### src/rtl/laser_tx_array.sv
// laser_tx_array: multi-channel framed laser transmitter.
//   Accepts one DATA_WIDTH word per channel through a valid/ready handshake.
//   It then serialises all channels in lock-step: a start bit (0), the data
//   LSB first, an optional even-parity bit, and STOP_BITS stop bits (1).
//   Each bit is held for BIT_DIV clocks. The idle line level is 1.
// Optional build macro: LASER_TX_PARITY_EN inserts a per-channel even-parity
//   bit after the data bits. The frame grows by one bit period.
// Ports:
//   clock        system clock, rising edge
//   reset_n      asynchronous active-low reset
//   en           transmitter enable; also biases the lasers
//   data_in      channel c word at [c*DATA_WIDTH +: DATA_WIDTH]
//   data_valid   source has a word for every channel
//   data_ready   block accepts data_in this cycle (IDLE and en)
//   laser_data   registered modulated bit per channel
//   laser_power  per-channel laser bias, follows en
//   busy         frame in progress
//   done         one-cycle pulse during the last clock of a frame
module laser_tx_array #(
  parameter int CHANNELS   = 2,
  parameter int DATA_WIDTH = 8,
  parameter int BIT_DIV    = 4,
  parameter int STOP_BITS  = 1
) (
  input  logic                           clock,
  input  logic                           reset_n,
  input  logic                           en,
  input  logic [CHANNELS*DATA_WIDTH-1:0] data_in,
  input  logic                           data_valid,
  output logic                           data_ready,
  output logic [CHANNELS-1:0]            laser_data,
  output logic [CHANNELS-1:0]            laser_power,
  output logic                           busy,
  output logic                           done
);

`ifdef LASER_TX_PARITY_EN
  localparam int PAR_BITS = 1;
`else
  localparam int PAR_BITS = 0;
`endif
  localparam int LAST_IDX = DATA_WIDTH + STOP_BITS + PAR_BITS;
  localparam int DIV_W    = $clog2(BIT_DIV) + 1;
  localparam int IDX_W    = $clog2(LAST_IDX + 1) + 1;

  localparam logic [DIV_W-1:0] DIV_LAST     = DIV_W'(BIT_DIV - 1);
  localparam logic [DIV_W-1:0] DIV_ONE      = DIV_W'(1);
  localparam logic [IDX_W-1:0] IDX_LAST     = IDX_W'(LAST_IDX);
  localparam logic [IDX_W-1:0] IDX_DATA_END = IDX_W'(DATA_WIDTH);
  localparam logic [IDX_W-1:0] IDX_ONE      = IDX_W'(1);
`ifdef LASER_TX_PARITY_EN
  localparam logic [IDX_W-1:0] IDX_PAR      = IDX_W'(DATA_WIDTH + 1);
`endif

  typedef enum logic [0:0] {IDLE = 1'b0, SEND = 1'b1} state_t;

  state_t                         state_r;
  logic [DIV_W-1:0]               div_r;
  logic [IDX_W-1:0]               bit_idx_r;
  logic [CHANNELS*DATA_WIDTH-1:0] shift_r;
`ifdef LASER_TX_PARITY_EN
  logic [CHANNELS-1:0]            parity_r;

  // Even parity of each channel's word.
  function automatic logic [CHANNELS-1:0] even_parity(
    input logic [CHANNELS*DATA_WIDTH-1:0] w
  );
    logic [CHANNELS-1:0] p;
    p = {CHANNELS{1'b0}};
    for (int c = 0; c < CHANNELS; c++) begin
      p[c] = ^w[c*DATA_WIDTH +: DATA_WIDTH];
    end
    return p;
  endfunction
`endif

  logic                           div_wrap_s;
  logic                           last_s;
  logic                           done_nxt_s;
  logic [DIV_W-1:0]               div_nxt_s;
  logic [IDX_W-1:0]               idx_nxt_s;
  logic [CHANNELS-1:0]            lsb_s;
  logic [CHANNELS-1:0]            bit_nxt_s;
  logic [CHANNELS*DATA_WIDTH-1:0] shift_nxt_s;

  assign laser_power = {CHANNELS{en}};
  assign data_ready  = (state_r == IDLE) & en;

  // Next divider/bit index, next line value and look-ahead for the done pulse.
  always_comb begin
    div_wrap_s  = (div_r == DIV_LAST);
    last_s      = div_wrap_s && (bit_idx_r == IDX_LAST);
    div_nxt_s   = {DIV_W{1'b0}};
    idx_nxt_s   = bit_idx_r;
    lsb_s       = {CHANNELS{1'b0}};
    shift_nxt_s = shift_r;
    if (div_wrap_s) begin
      div_nxt_s = {DIV_W{1'b0}};
      idx_nxt_s = bit_idx_r + IDX_ONE;
    end else begin
      div_nxt_s = div_r + DIV_ONE;
      idx_nxt_s = bit_idx_r;
    end
    // done is registered, so it is raised one edge ahead of the final cycle
    done_nxt_s = (idx_nxt_s == IDX_LAST) && (div_nxt_s == DIV_LAST);
    for (int c = 0; c < CHANNELS; c++) begin
      lsb_s[c] = shift_r[c*DATA_WIDTH];
      shift_nxt_s[c*DATA_WIDTH +: DATA_WIDTH] = shift_r[c*DATA_WIDTH +: DATA_WIDTH] >> 1;
    end
    // Index 0 (start bit) is loaded at transfer, so idx_nxt_s is at least 1 here.
    if (idx_nxt_s <= IDX_DATA_END) begin
      bit_nxt_s = lsb_s;
`ifdef LASER_TX_PARITY_EN
    end else if (idx_nxt_s == IDX_PAR) begin
      bit_nxt_s = parity_r;
`endif
    end else begin
      bit_nxt_s = {CHANNELS{1'b1}};
    end
  end

  // Transmit FSM with registered line, busy and done outputs.
  always_ff @(posedge clock or negedge reset_n) begin
    if (!reset_n) begin
      state_r    <= IDLE;
      div_r      <= {DIV_W{1'b0}};
      bit_idx_r  <= {IDX_W{1'b0}};
      shift_r    <= {(CHANNELS*DATA_WIDTH){1'b0}};
`ifdef LASER_TX_PARITY_EN
      parity_r   <= {CHANNELS{1'b0}};
`endif
      laser_data <= {CHANNELS{1'b1}};
      busy       <= 1'b0;
      done       <= 1'b0;
    end else begin
      case (state_r)
        IDLE: begin
          if (en && data_valid) begin
            state_r    <= SEND;
            shift_r    <= data_in;
`ifdef LASER_TX_PARITY_EN
            parity_r   <= even_parity(data_in);
`endif
            div_r      <= {DIV_W{1'b0}};
            bit_idx_r  <= {IDX_W{1'b0}};
            laser_data <= {CHANNELS{1'b0}};
            busy       <= 1'b1;
            done       <= 1'b0;
          end else begin
            laser_data <= {CHANNELS{1'b1}};
            busy       <= 1'b0;
            done       <= 1'b0;
          end
        end
        SEND: begin
          if (!en || last_s) begin
            // Abort (en dropped) or normal end of frame: back to idle line.
            state_r    <= IDLE;
            div_r      <= {DIV_W{1'b0}};
            bit_idx_r  <= {IDX_W{1'b0}};
            laser_data <= {CHANNELS{1'b1}};
            busy       <= 1'b0;
            done       <= 1'b0;
          end else if (div_wrap_s) begin
            div_r      <= div_nxt_s;
            bit_idx_r  <= idx_nxt_s;
            shift_r    <= shift_nxt_s;
            laser_data <= bit_nxt_s;
            done       <= done_nxt_s;
          end else begin
            div_r      <= div_nxt_s;
            done       <= done_nxt_s;
          end
        end
        default: begin
          state_r    <= IDLE;
          div_r      <= {DIV_W{1'b0}};
          bit_idx_r  <= {IDX_W{1'b0}};
          laser_data <= {CHANNELS{1'b1}};
          busy       <= 1'b0;
          done       <= 1'b0;
        end
      endcase
    end
  end

endmodule
### config.mk
export PLATFORM = sky130hd
export DESIGN_NAME = laser_tx_array
export DESIGN_NICKNAME = d
export VERILOG_FILES = /design/src/rtl/laser_tx_array.sv
export SDC_FILE = /design/constraint.sdc
export NUM_CORES = 1
export LEC_CHECK = 0
export CAP_MARGIN = 5
export CORE_MARGIN = 5
export CORE_UTILIZATION = 50
export DETAILED_ROUTE_END_ITERATION = 12
export PLACE_DENSITY = 0.76
export SYNTH_ARGS = -nofsm -noshare
export SYNTH_HDL_FRONTEND = slang
export SYNTH_SLANG_ARGS = --single-unit
### constraint.sdc
create_clock -name clock -period 1.9 [get_ports clock]
set_clock_uncertainty 0.1 [all_clocks]
set_input_delay 0.19 -clock clock [delete_from_list [all_inputs] [get_ports clock]]
set_output_delay 0.19 -clock clock [all_outputs]
set_load 0.01 [all_outputs]
# Word level (Yosys, flattened, before mapping)
# Index checks and enable logic that the tools add are counted.
[op_classes]
n_div = 0
order_cmp = 1
shifts = 0
addsub = 2
n_reduce_logical = 7
bitwise = 2
n_mul = 0
n_eq_ne = 9
n_mux = 25
[op_table]
columns = ["op", "count"]
rows = [
  ["$mux W16", 3],
  ["$pmux W16 S2", 1],
  ["$mux W5", 4],
  ["$eq A5 B4 Y1 const B", 2],
  ["$pmux W5 S2", 1],
  ["$mux W3", 3],
  ["$mux W2", 4],
  ["$eq A3 B2 Y1 const B", 2],
  ["$ne A2 B1 Y1 const B", 3],
  ["$pmux W1 S2", 3],
  ["$pmux W3 S2", 1],
  ["$add A5 B1 Y5 const B", 1],
  ["$le A5 B4 Y1 const B", 1],
  ["$mux W1", 4],
  ["$pmux W2 S2", 1],
  ["$add A3 B1 Y3 const B", 1],
  ["$logic_and A1 B1 Y1", 3],
  ["$ne A3 B1 Y1 const B", 1],
  ["$reduce_and A3 Y1", 1],
  ["$ne A2 B2 Y1 const B", 1],
  ["$reduce_and A2 Y1", 1],
  ["$and A1 B1 Y1", 1],
  ["$logic_not A1 Y1", 1],
  ["$logic_or A1 B1 Y1", 1],
  ["$not A1 Y1", 1],
]
[totals]
ramBits = 0
n_memories = 0
latch_bits = 0
output_inout_bits = 7
word_cells = 53
reg_bits = 29
in_bits = 20
romBits = 0

# Logic depth before layout (Yosys ltp)
# Gate-level depths: netlist of the first run.
[logic_depth]
word_depth = 7
mapped_depth = 7
depth_no_buf = 6

# Worst setup path before layout of the first run
# OpenSTA, ideal clock, no wires.
[synth_path]
path_kind = "register to register"
startpoint = "register bit_idx_r[0]"
endpoint = "register shift_r[10]"
required_ns = 1.677
setup_time_ns = 0.123
arrival_ns = 1.434
stages_incl_launch_ff = 6
slack_ns = 0.244
synth_period_minus_slack_ns = 1.656
n_path_buf = 1
path_cell_list = "dfrtp_1 -> ha_1 -> and4bb_4 -> o31ai_4 -> buf_4 -> a21oi_2"
[synth_between]
elab_chain_cells = 5
[synth_rtl]
columns = ["item", "line_no", "rtl"]
rows = [
  ["start: declaration", "59", "logic [IDX_W-1:0] bit_idx_r;"],
  ["start signal: assignment", "127", "bit_idx_r <= {IDX_W{1'b0}};"],
  ["start signal: assignment", "145", "bit_idx_r <= {IDX_W{1'b0}};"],
  ["start signal: assignment", "160", "bit_idx_r <= {IDX_W{1'b0}};"],
  ["$eq A5 B4 Y1", "92", "last_s = div_wrap_s && (bit_idx_r == IDX_LAST);"],
  ["$logic_and A1 B1 Y1", "92", ""],
  ["$logic_or A1 B1 Y1", "156", "if (!en || last_s) begin"],
  ["$ne A2 B2 Y1 (no source line)", "n/a", ""],
  ["$reduce_and A3 Y1 (no source line)", "n/a", ""],
  ["end signal: assignment", "128", "shift_r <= {(CHANNELS*DATA_WIDTH){1'b0}};"],
  ["end signal: assignment", "140", "shift_r <= data_in;"],
  ["end signal: assignment", "167", "shift_r <= shift_nxt_s;"],
  ["end: declaration", "60", "logic [CHANNELS*DATA_WIDTH-1:0] shift_r;"],
]
# No other way between the ends.
# A chain may end at the register's enable or synchronous reset.

# Worst setup path after layout of the first run
[layout_path]
startpoint = "register bit_idx_r[0]"
endpoint = "register shift_r[7]"
# The elaborated chain is that of the path after synthesis.

==> flow_summary.toml, run 1 <==
[route]
drtIter0Drc = 42
drc_errors = 0
ant_nets = 0
wl_mm = 3.25
via_count = 1232
first_pass_iters = 4
viasPerCell = 5.63
wl_per_cell_um = 14.8

[setup_path]
startpoint = "bit_idx_r[0]"
cp_max_fo = 32
critPathCapture = "shift_r[7]"
timing.rr.start = "bit_idx_r[0]"
crit_arrival_ns = 1.95
worst-r2r-setup-slack_ns = 0.10
worstReg2RegEnd = "shift_r[7]"
worst-setup-path-type = "flop to flop"
crit_required_ns = 2.05
r2r_cells = 6
start_kind = "flop"
cp-end-kind = "flop"

[cts]
htreeDepth = 2
postCtsSetupBuffers = 0
cts.sinks = 29
cts_tree = "built"
clk_pin_slew_ns = 0.10
clk_latency_ns = 0.33
cts_buffers = 5
root_buffer = "clkbuf_4"
cts_buffer_depth = 2

[die]
die_x_um = 65.7
dieArea_mm2 = 0.00431
core_area_mm2 = 0.00300
initial_core_util_pct = 51.6
die_h_um = 65.7
io_pins = 27
rows = 20

[synth]
synth_compound_area_share_pct = 17.9
avgSynthCellArea_um2 = 10.1
synth_area_mm2 = 0.00155
syn_inst = 153
syn_nets = 176
synth_cell_types = 35
ys_ff_latch = 29
yosysSeqAreaShare_pct = 47.0
synth_adder_area_share_pct = 2.42
synth_top_family_by_area = "compound AO/OA/AOI/OAI gates"
synthMuxAreaShare_pct = 9.04
ys_warn_count = 0
synth_xor_area_share_pct = 1.13
synth_simple_gate_area_share_pct = 16.1

[grt]
grt_first_pass_wirelength_mm = 5.84
grt_pass1_vias = 1326
grt-ovfl-total = 0
grt_max_degree = 33
antenna_found_initial = 0
track_usage_pct = 18.0

[run]
drv_cap = 0

[sta]
period_share_pct = 94.7
rsz0062_at_grt = "no"
hold_viol_final = 0
period_minus_slack_ns = 1.80
slew_headroom_pct = 75.6
setup_tns_ns = 0
setup_viol_count_final = 0
timing.fmax_ghz = 0.556
finalWorstSetupSlack_ns = 0.100
final_max_slew_viol_count = 0
tightestPinTransition_ns = 0.367

[finish]
fin_nets = 208
area_growth_pct = 25.5
n_antenna_cell = 0
n_fill_cell = 250
drive_above_1_share_pct = 19.9

[power_and_ir_drop]
p_per_area_mw_per_mm2 = 898
leakagePower_nw = 0.794
irDropWorstVdd_mv = 0.529

[run_status]
outcome = "finished, final reports clean"

[place]
place_ws_ns = 0.0766
gp_congestion = 0.888
io_buffers = 26
hpwl_mm = 2.37

[min_path]
hp-class = "input port to asynchronous set/reset pin"
## worst min-delay path by stage
stage,endpoint,from,slack [ns]
finish,div_r[2],reset_n,0.13
global route,div_r[2],reset_n,0.15
CTS,shift_r[15],reset_n,0.13
detailed placement,busy,busy,0.37
global placement,div_r[1],div_r[1],0.37
floorplan,bit_idx_r[0],reset_n,-0.21
## area by class of cell
cell class / count / area (um2) / area share [%]
flip-flops and latches: 29 / 731 / 37.6
multi-input cells: 106 / 726 / 37.3
repair buffers: 33 / 325 / 16.7
clock buffers: 7 / 55.1 / 2.83
well taps: 33 / 41.3 / 2.12
inverters: 10 / 37.5 / 1.93
clock inverters: 1 / 30.0 / 1.54
## kinds of logic (layout without fill, tap and decap cells)
family | after synthesis | count (layout)
buffers and inverters | 18 | 51
AND/OR/NAND/NOR | 50 | 50
multiplexers | 14 | 14
AO/OA/AOI/OAI | 37 | 37
adder cells (fa/ha/maj) | 3 | 3
XOR/XNOR | 2 | 2
flip-flops | 29 | 29
## what timing repair did
item                       in CTS  in global routing
hold buffers                    0                  0
setup endpoints to repair       0                 17
resized for setup               0                  3
## per-layer routing
layer	global-route usage (%)	vias up	routed length, um
met2	30.0	45	1590
met3	6.67	11	196
met1	20.3	577	1360
met4	8.55	0	101
li1	-	599	-
met5	0	-	0
## through the flow
stage / hold WS (ns) / cell area (um2) / util (%) / total power (W) / cells
2_1_floorplan: -0.206 / 1550 / - / 0.00109 / 153
3_3_place_gp: 0.365 / 1860 / 61.8 / 0.00120 / 211
3_5_place_dp: 0.371 / 1860 / 61.8 / 0.00122 / 211
4_1_cts: 0.131 / 1940 / 64.6 / 0.00176 / 219
5_1_grt: 0.152 / 1950 / 64.8 / 0.00186 / 219
6_report: 0.125 / 1950 / 64.8 / 0.00175 / 219
## flip-flops by register name, indices dropped and copies added, names as in the netlist
register,flops
div_r,3
shift_r,16
laser_data,2
state_r,1
done,1
busy,1
bit_idx_r,5
## where the power goes
| group | switching, W | internal, W |
|---|---|---|
| combinational | 0.000198 | 0.000198 |
| sequential | 0.0000809 | 0.000732 |
| clock | 0.000224 | 0.000314 |
## synthesized netlist by cell type (all sizes together)
cell type	number	share of area, %
dfrtp	27	44
nor2	19	4.6
a21oi	18	9.2
mux2i	14	9.0
inv	10	2.4
nand2	10	2.4
o21ai	10	3.2
buf	8	4.0
nand3	5	1.6
ha	3	2.4
nand3b	3	1.5
a221oi	2	1.1
a31oi	2	0.81
dfstp	2	3.4
nand2b	2	0.97
nand4	2	0.81
nor4	2	0.81
or2	2	0.81
xnor2	2	1.1
a21o	1	0.48
a22oi	1	0.48
and2	1	0.40
and2b	1	0.48
and4bb	1	1.0
nor3	1	0.32
o311a	1	0.65
o311ai	1	0.57
o31ai	1	1.4
or3	1	0.40
## cells in the final DEF (no fill, tap or decap), types with 2 or more instances in the layout
cell / synthesis / layout
a21oi_1: 4 / 4
a21oi_2: 14 / 14
a221oi_1: 2 / 2
a31oi_1: 2 / 2
buf_4: 4 / 6
clkbuf_4: 0 / 5
clkdlybuf4s50_1: 0 / 26
dfrtp_1: 27 / 25
dfrtp_2: 0 / 2
dfstp_2: 2 / 2
ha_1: 3 / 2
inv_1: 10 / 10
mux2i_1: 14 / 14
nand2_1: 10 / 10
nand3_1: 5 / 5
nand3b_1: 3 / 3
nand4_1: 2 / 2
nor2_1: 19 / 19
nor4_1: 2 / 2
o21ai_0: 10 / 10
xnor2_1: 2 / 2
## critical path: stages, from the launching register on
cell      delay, ns
dfrtp_2        0.48
ha_1           0.24
and4bb_4       0.22
o31ai_4        0.26
buf_12         0.23
nand3b_1       0.10
o21ai_0        0.08
(Power assumes the default switching activity.)
==> run 2: changes to the inputs <==
--- a/config.mk
+++ b/config.mk
@@ -9,6 +9,7 @@
 export CORE_MARGIN = 5
 export CORE_UTILIZATION = 50
 export DETAILED_ROUTE_END_ITERATION = 12
+export GPL_TIMING_DRIVEN = 0
 export PLACE_DENSITY = 0.76
 export SYNTH_ARGS = -nofsm -noshare
 export SYNTH_HDL_FRONTEND = slang
==> run 2 against run 1 <==
Routed wire length is 1.6% higher; die area unchanged; utilization is 0.29 points lower; clock-buffer cell count stayed put; critical path type is now flop to output pin; largest power group unchanged.
==> flow_summary.toml, run 2 (same netlist as run 1, synthesis figures left out) <==
[die]
initial_core_util_pct = 51.6
rows = 20
io_pins = 27
dieArea_mm2 = 0.00431
die_h_um = 65.7
core_area_mm2 = 0.00300
die_x_um = 65.7

[setup_path]
cpPeakStageDelay_ns = 0.53
crit_required_ns = 1.61
worst-r2r-setup-slack_ns = 0.12
crit_family = "buffers and inverters"
crit_arrival_ns = 1.53
cp-end-kind = "output pin"
slowest_stage = "clkdlybuf4s50_1"
start_kind = "flop"
worst-setup-path-type = "flop to output pin"
crit_chain = "buf_4, nor2_1, clkdlybuf4s50_1"
critPathBufInv = 2
cp_max_fo = 10

[power_and_ir_drop]
power.clock.fraction_pct = 23.9
power_frac_seq_pct = 49.5
netSwitchingPower_w = 0.000495
intPower_w = 0.00111
comb_power_share_pct = 26.6
leakagePower_nw = 0.808
irDropWorstVdd_mv = 0.590
p_per_area_mw_per_mm2 = 830
power.total_w = 0.00161
switching_share_pct = 30.8

[finish]
fin_nets = 211
n_antenna_cell = 0
n_fill_cell = 268
layout_common_cells = "27 x dfrtp_1, 24 x clkdlybuf4s50_1, 19 x nor2_1"
drive_above_1_share_pct = 20.2
top_regs = "shift_r (16), bit_idx_r (5), div_r (3)"
largest_register_ffs = 16
layout_commonest_cell = "dfrtp_1"
regMostFlops = "shift_r"
area_growth_pct = 24.9

[route]
wl_per_cell_um = 14.9
via_count = 1233
viasPerCell = 5.58
drtIter0Drc = 81
first_pass_iters = 4
ant_nets = 0
drc_errors = 0
wl_mm = 3.30

[grt]
grt_max_degree = 30
track_usage_pct = 17.8
grt_first_pass_wirelength_mm = 5.84
grt_pass1_vias = 1262
grt-ovfl-total = 0
antenna_found_initial = 0

[cts]
cts_tree = "built"
cts_buffer_depth = 2
clk_latency_ns = 0.33
cts.sinks = 29
cts_buffers = 5
root_buffer = "clkbuf_4"
clk_pin_slew_ns = 0.09
htreeDepth = 2

[run]
drv_cap = 0

[sta]
period_minus_slack_ns = 1.82
timing.fmax_ghz = 0.549
rsz0062_at_grt = "yes"
final_max_slew_viol_count = 0
holdWs_ns = 0.158
finalWorstSetupSlack_ns = 0.0775
slew_headroom_pct = 56.2
setup_viol_count_final = 0
hold_viol_final = 0
period_share_pct = 95.9
tightestPinTransition_ns = 0.657

[run_status]
outcome = "finished, final reports clean"

[place]
hpwl_mm = 2.39
place_ws_ns = -0.137
gp_congestion = 0.857
io_buffers = 26

[min_path]
hp-class = "input port to flop"
## run 2: cell types whose count changed in the layout (fill, tap and decap cells not counted)
cell,previous run,this run
buf_2,0,2
buf_6,0,3
buf_4,6,5
o21ai_0,10,9
dfrtp_1,25,27
bufinv_16,1,0
dfrtp_2,2,0
buf_12,1,0
dlygate4sd3_1,0,1
clkdlybuf4s50_1,26,24
o21ai_1,0,1
nor3_1,1,0
dlymetal6s2s_1,0,1
nor3_2,0,1
## run 2: layer usage
| layer | global-route usage (%) | vias to the layer above | routed length, um |
|---|---|---|---|
| met1 | 22.3 | 584 | 1440 |
| met2 | 29.0 | 36 | 1610 |
| met5 | 0 | - | 0 |
| li1 | - | 608 | - |
| met3 | 6.15 | 5 | 203 |
| met4 | 4.66 | 0 | 40 |
## run 2: cell type report
type / instances / area, um2 / share of cell area, %
Multi-Input combinational cell: 106 / 731 / 37.7
Sequential cell: 29 / 728 / 37.6
Timing Repair Buffer: 28 / 275 / 14.2
Inverter: 10 / 37.5 / 1.94
Clock buffer: 7 / 55.1 / 2.84
Tap cell: 33 / 41.3 / 2.13
Buffer: 8 / 68.8 / 3.55
## run 2: worst paths after layout
| check | depth (start not counted) | end | from |
|---|---|---|---|
| setup reg to reg | 5 | shift_r[7] | bit_idx_r[0] |
| hold / removal | 3 | div_r[1] | en |
| min in group asynchronous | 2 | div_r[1] | reset_n |
| setup / recovery | 3 | data_ready | state_r |
| max in group asynchronous | 2 | shift_r[6] | reset_n |
| hold reg to reg | 2 | busy | busy |
## run 2: metrics by stage
step                      setup TNS [ns]  utilization, %  cells  instance area [um2]
after CTS                              0            63.6    219                 1910
final                                  0            64.5    221                 1940
after global routing             -0.0372            64.5    221                 1940
after global placement             -2.01            61.7    212                 1850
after detailed placement           -2.00            61.7    212                 1850
after floorplan                        0               -    153                 1550
## run 2: power groups by stage
stage | clock [W] | sequential [W] | combinational, W
floorplan | 0 | 0.000793 | 0.000293
global placement | 0 | 0.000803 | 0.000407
detailed placement | 0 | 0.000808 | 0.000421
CTS | 0.000396 | 0.000796 | 0.000426
global route | 0.000424 | 0.000810 | 0.000477
finish | 0.000384 | 0.000796 | 0.000428
## run 2: worst register-to-register path, stage by stage (launching register included)
cell,delay (ns)
dfrtp_1,0.48
ha_1,0.24
and4bb_4,0.22
o31ai_4,0.31
buf_6,0.21
o21ai_0,0.10
## run 2: repair_timing
item	4_1_cts	5_1_grt
gates resized for setup	3	4
buffers inserted	0	1
pin swaps	0	1
hold buffers	0	1
setup endpoints to repair	4	11
hold endpoints to repair	0	27
==> run 3: changes to the inputs <==
--- a/config.mk
+++ b/config.mk
@@ -11,6 +11,7 @@
 export DETAILED_ROUTE_END_ITERATION = 12
 export GPL_TIMING_DRIVEN = 0
 export PLACE_DENSITY = 0.76
+export REMOVE_ABC_BUFFERS = 1
 export SYNTH_ARGS = -nofsm -noshare
 export SYNTH_HDL_FRONTEND = slang
 export SYNTH_SLANG_ARGS = --single-unit
==> run 3 against run 2 <==
Sequential power rose by 2%; setup slack better by 0.023 ns; non-clock buffer count grew 1; register-to-register slack got worse by 0.02 ns; utilization grew 1.5 points; clock-buffer cell count unchanged; largest cell class unchanged.
==> flow_summary.toml, run 3 (same netlist as run 1, synthesis figures left out) <==
[run_status]
outcome = "finished, final reports clean"

[sta]
slew_headroom_pct = 57.5
hold_viol_final = 0
final_max_slew_viol_count = 0
setup_viol_count_final = 0
period_minus_slack_ns = 1.80
rsz0062_at_grt = "no"
tightestPinTransition_ns = 0.638
holdWs_ns = 0.161
setup_tns_ns = 0
period_share_pct = 94.7
timing.fmax_ghz = 0.556

[place]
gp_congestion = 0.879
postPlaceCellArea_mm2 = 0.00179
io_buffers = 26
hpwl_mm = 2.04

[cts]
clk_latency_ns = 0.33
cts_tree = "built"
clk_pin_slew_ns = 0.09
cts_buffer_depth = 2
cts.sinks = 29
root_buffer = "clkbuf_4"
cts_buffers = 5
htreeDepth = 2

[power_and_ir_drop]
irDropWorstVdd_mv = 0.517
p_per_area_mw_per_mm2 = 817
power_frac_seq_pct = 50.2
power.total_w = 0.00162
power.clock.fraction_pct = 24.3
intPower_w = 0.00112
switching_share_pct = 30.6
leakagePower_nw = 0.813
comb_power_share_pct = 25.5
netSwitchingPower_w = 0.000496

[setup_path]
crit_cells = 6
timing.rr.start = "bit_idx_r[1]"
worstReg2RegEnd = "laser_data[1]"
start_kind = "flop"
cpPeakStageDelay_ns = 0.45
r2r_cells = 6
cp-end-kind = "flop"
worst-setup-path-type = "flop to flop"
crit_arrival_ns = 1.95
critPathCapture = "laser_data[1]"
worst-r2r-setup-slack_ns = 0.10
crit_required_ns = 2.05
crit_chain = "inv_1, ha_1, and4bb_4, nor3_1, o311a_1, a31oi_1"
cp_max_fo = 6
slowest_stage = "dfrtp_1"
critPathBufInv = 1
crit_family = "simple AND/OR/NAND/NOR gates"
startpoint = "bit_idx_r[1]"

[finish]
drive_above_1_share_pct = 22.0
top_regs = "shift_r (16), bit_idx_r (5), div_r (3)"
n_antenna_cell = 0
area_growth_pct = 27.8
finalCoreUtilization_pct = 66.0
largest_register_ffs = 16
fin_nets = 213
design_area_mm2 = 0.00198
regMostFlops = "shift_r"
layout_common_cells = "26 x dfrtp_1, 24 x clkdlybuf4s50_1, 19 x nor2_1"
layout_commonest_cell = "dfrtp_1"

[route]
viasPerCell = 5.63
first_pass_iters = 4
wl_per_cell_um = 14.4
drtIter0Drc = 48
wl_mm = 3.24
via_count = 1262
drc_errors = 0
ant_nets = 0

[grt]
grt-ovfl-total = 0
grt_pass1_vias = 1278
track_usage_pct = 17.2
grt_max_degree = 30
grt_first_pass_wirelength_mm = 5.58
antenna_found_initial = 0

[min_path]
hp-class = "input port to flop"

[die]
dieArea_mm2 = 0.00431
initial_core_util_pct = 51.6
rows = 20
core_area_mm2 = 0.00300
io_pins = 27
die_x_um = 65.7
die_h_um = 65.7

[run]
drv_cap = 0
==> run 3: area by class of cell <==
type,count,area (um2)
Fill cell,259,1020
Multi-Input combinational cell,107,749
Sequential cell,29,732
Timing Repair Buffer,37,359
Clock buffer,7,55.1
Tap cell,33,41.3
Inverter,10,37.5
Clock inverter,1,7.51
==> run 3: worst reg2reg max path, cell delays in order (launching register included) <==
cell      delay, ns
dfrtp_1        0.45
inv_1          0.07
ha_1           0.19
and4bb_4       0.23
nor3_1         0.32
o311a_1        0.27
a31oi_1        0.10
==> run 3: power groups by stage <==
| stage | Clock [W] | Sequential (W) | Combinational (W) |
|---|---|---|---|
| floorplan | 0 | 0.000816 | 0.000245 |
| global placement | 0 | 0.000832 | 0.000345 |
| detailed placement | 0 | 0.000840 | 0.000356 |
| CTS | 0.000411 | 0.000820 | 0.000397 |
| global route | 0.000434 | 0.000826 | 0.000460 |
| finish | 0.000394 | 0.000813 | 0.000413 |
==> run 3: worst min path at each step <==
stage,startpoint,to,slack [ns],depth (start not counted)
2_1_floorplan,reset_n,bit_idx_r[0],-0.21,0
3_3_place_gp,div_r[1],div_r[1],0.35,2
3_5_place_dp,busy,busy,0.36,2
4_1_cts,data_in[15],shift_r[15],0.31,3
5_1_grt,en,div_r[1],0.17,3
6_report,en,div_r[1],0.16,3
==> run 3: per-layer routing <==
metal	GRT usage, %	share of wire [%]	up-vias
met5	0	0	-
met4	7.25	2.0	0
met3	7.01	7.0	7
met2	28.8	48	41
met1	19.2	43	604
li1	-	-	610
==> run 3: metrics by stage <==
stage               setup slack (ns)  std cells
floorplan                     -0.620        145
global placement               -1.15        204
detailed placement             -1.17        204
CTS                           0.0241        221
global route               0.0000273        224
finish                         0.101        224
==> run 3: repair_timing <==
| item | CTS | global route |
|---|---|---|
| hold buffers | 0 | 1 |
| pin swaps | 2 | 0 |
| setup buffers | 8 | 2 |
| gates resized for setup | 4 | 3 |
| endpoints found under the setup margin | 26 | 4 |
| endpoints found under the hold margin | 0 | 27 |
| cloned | 1 | 0 |
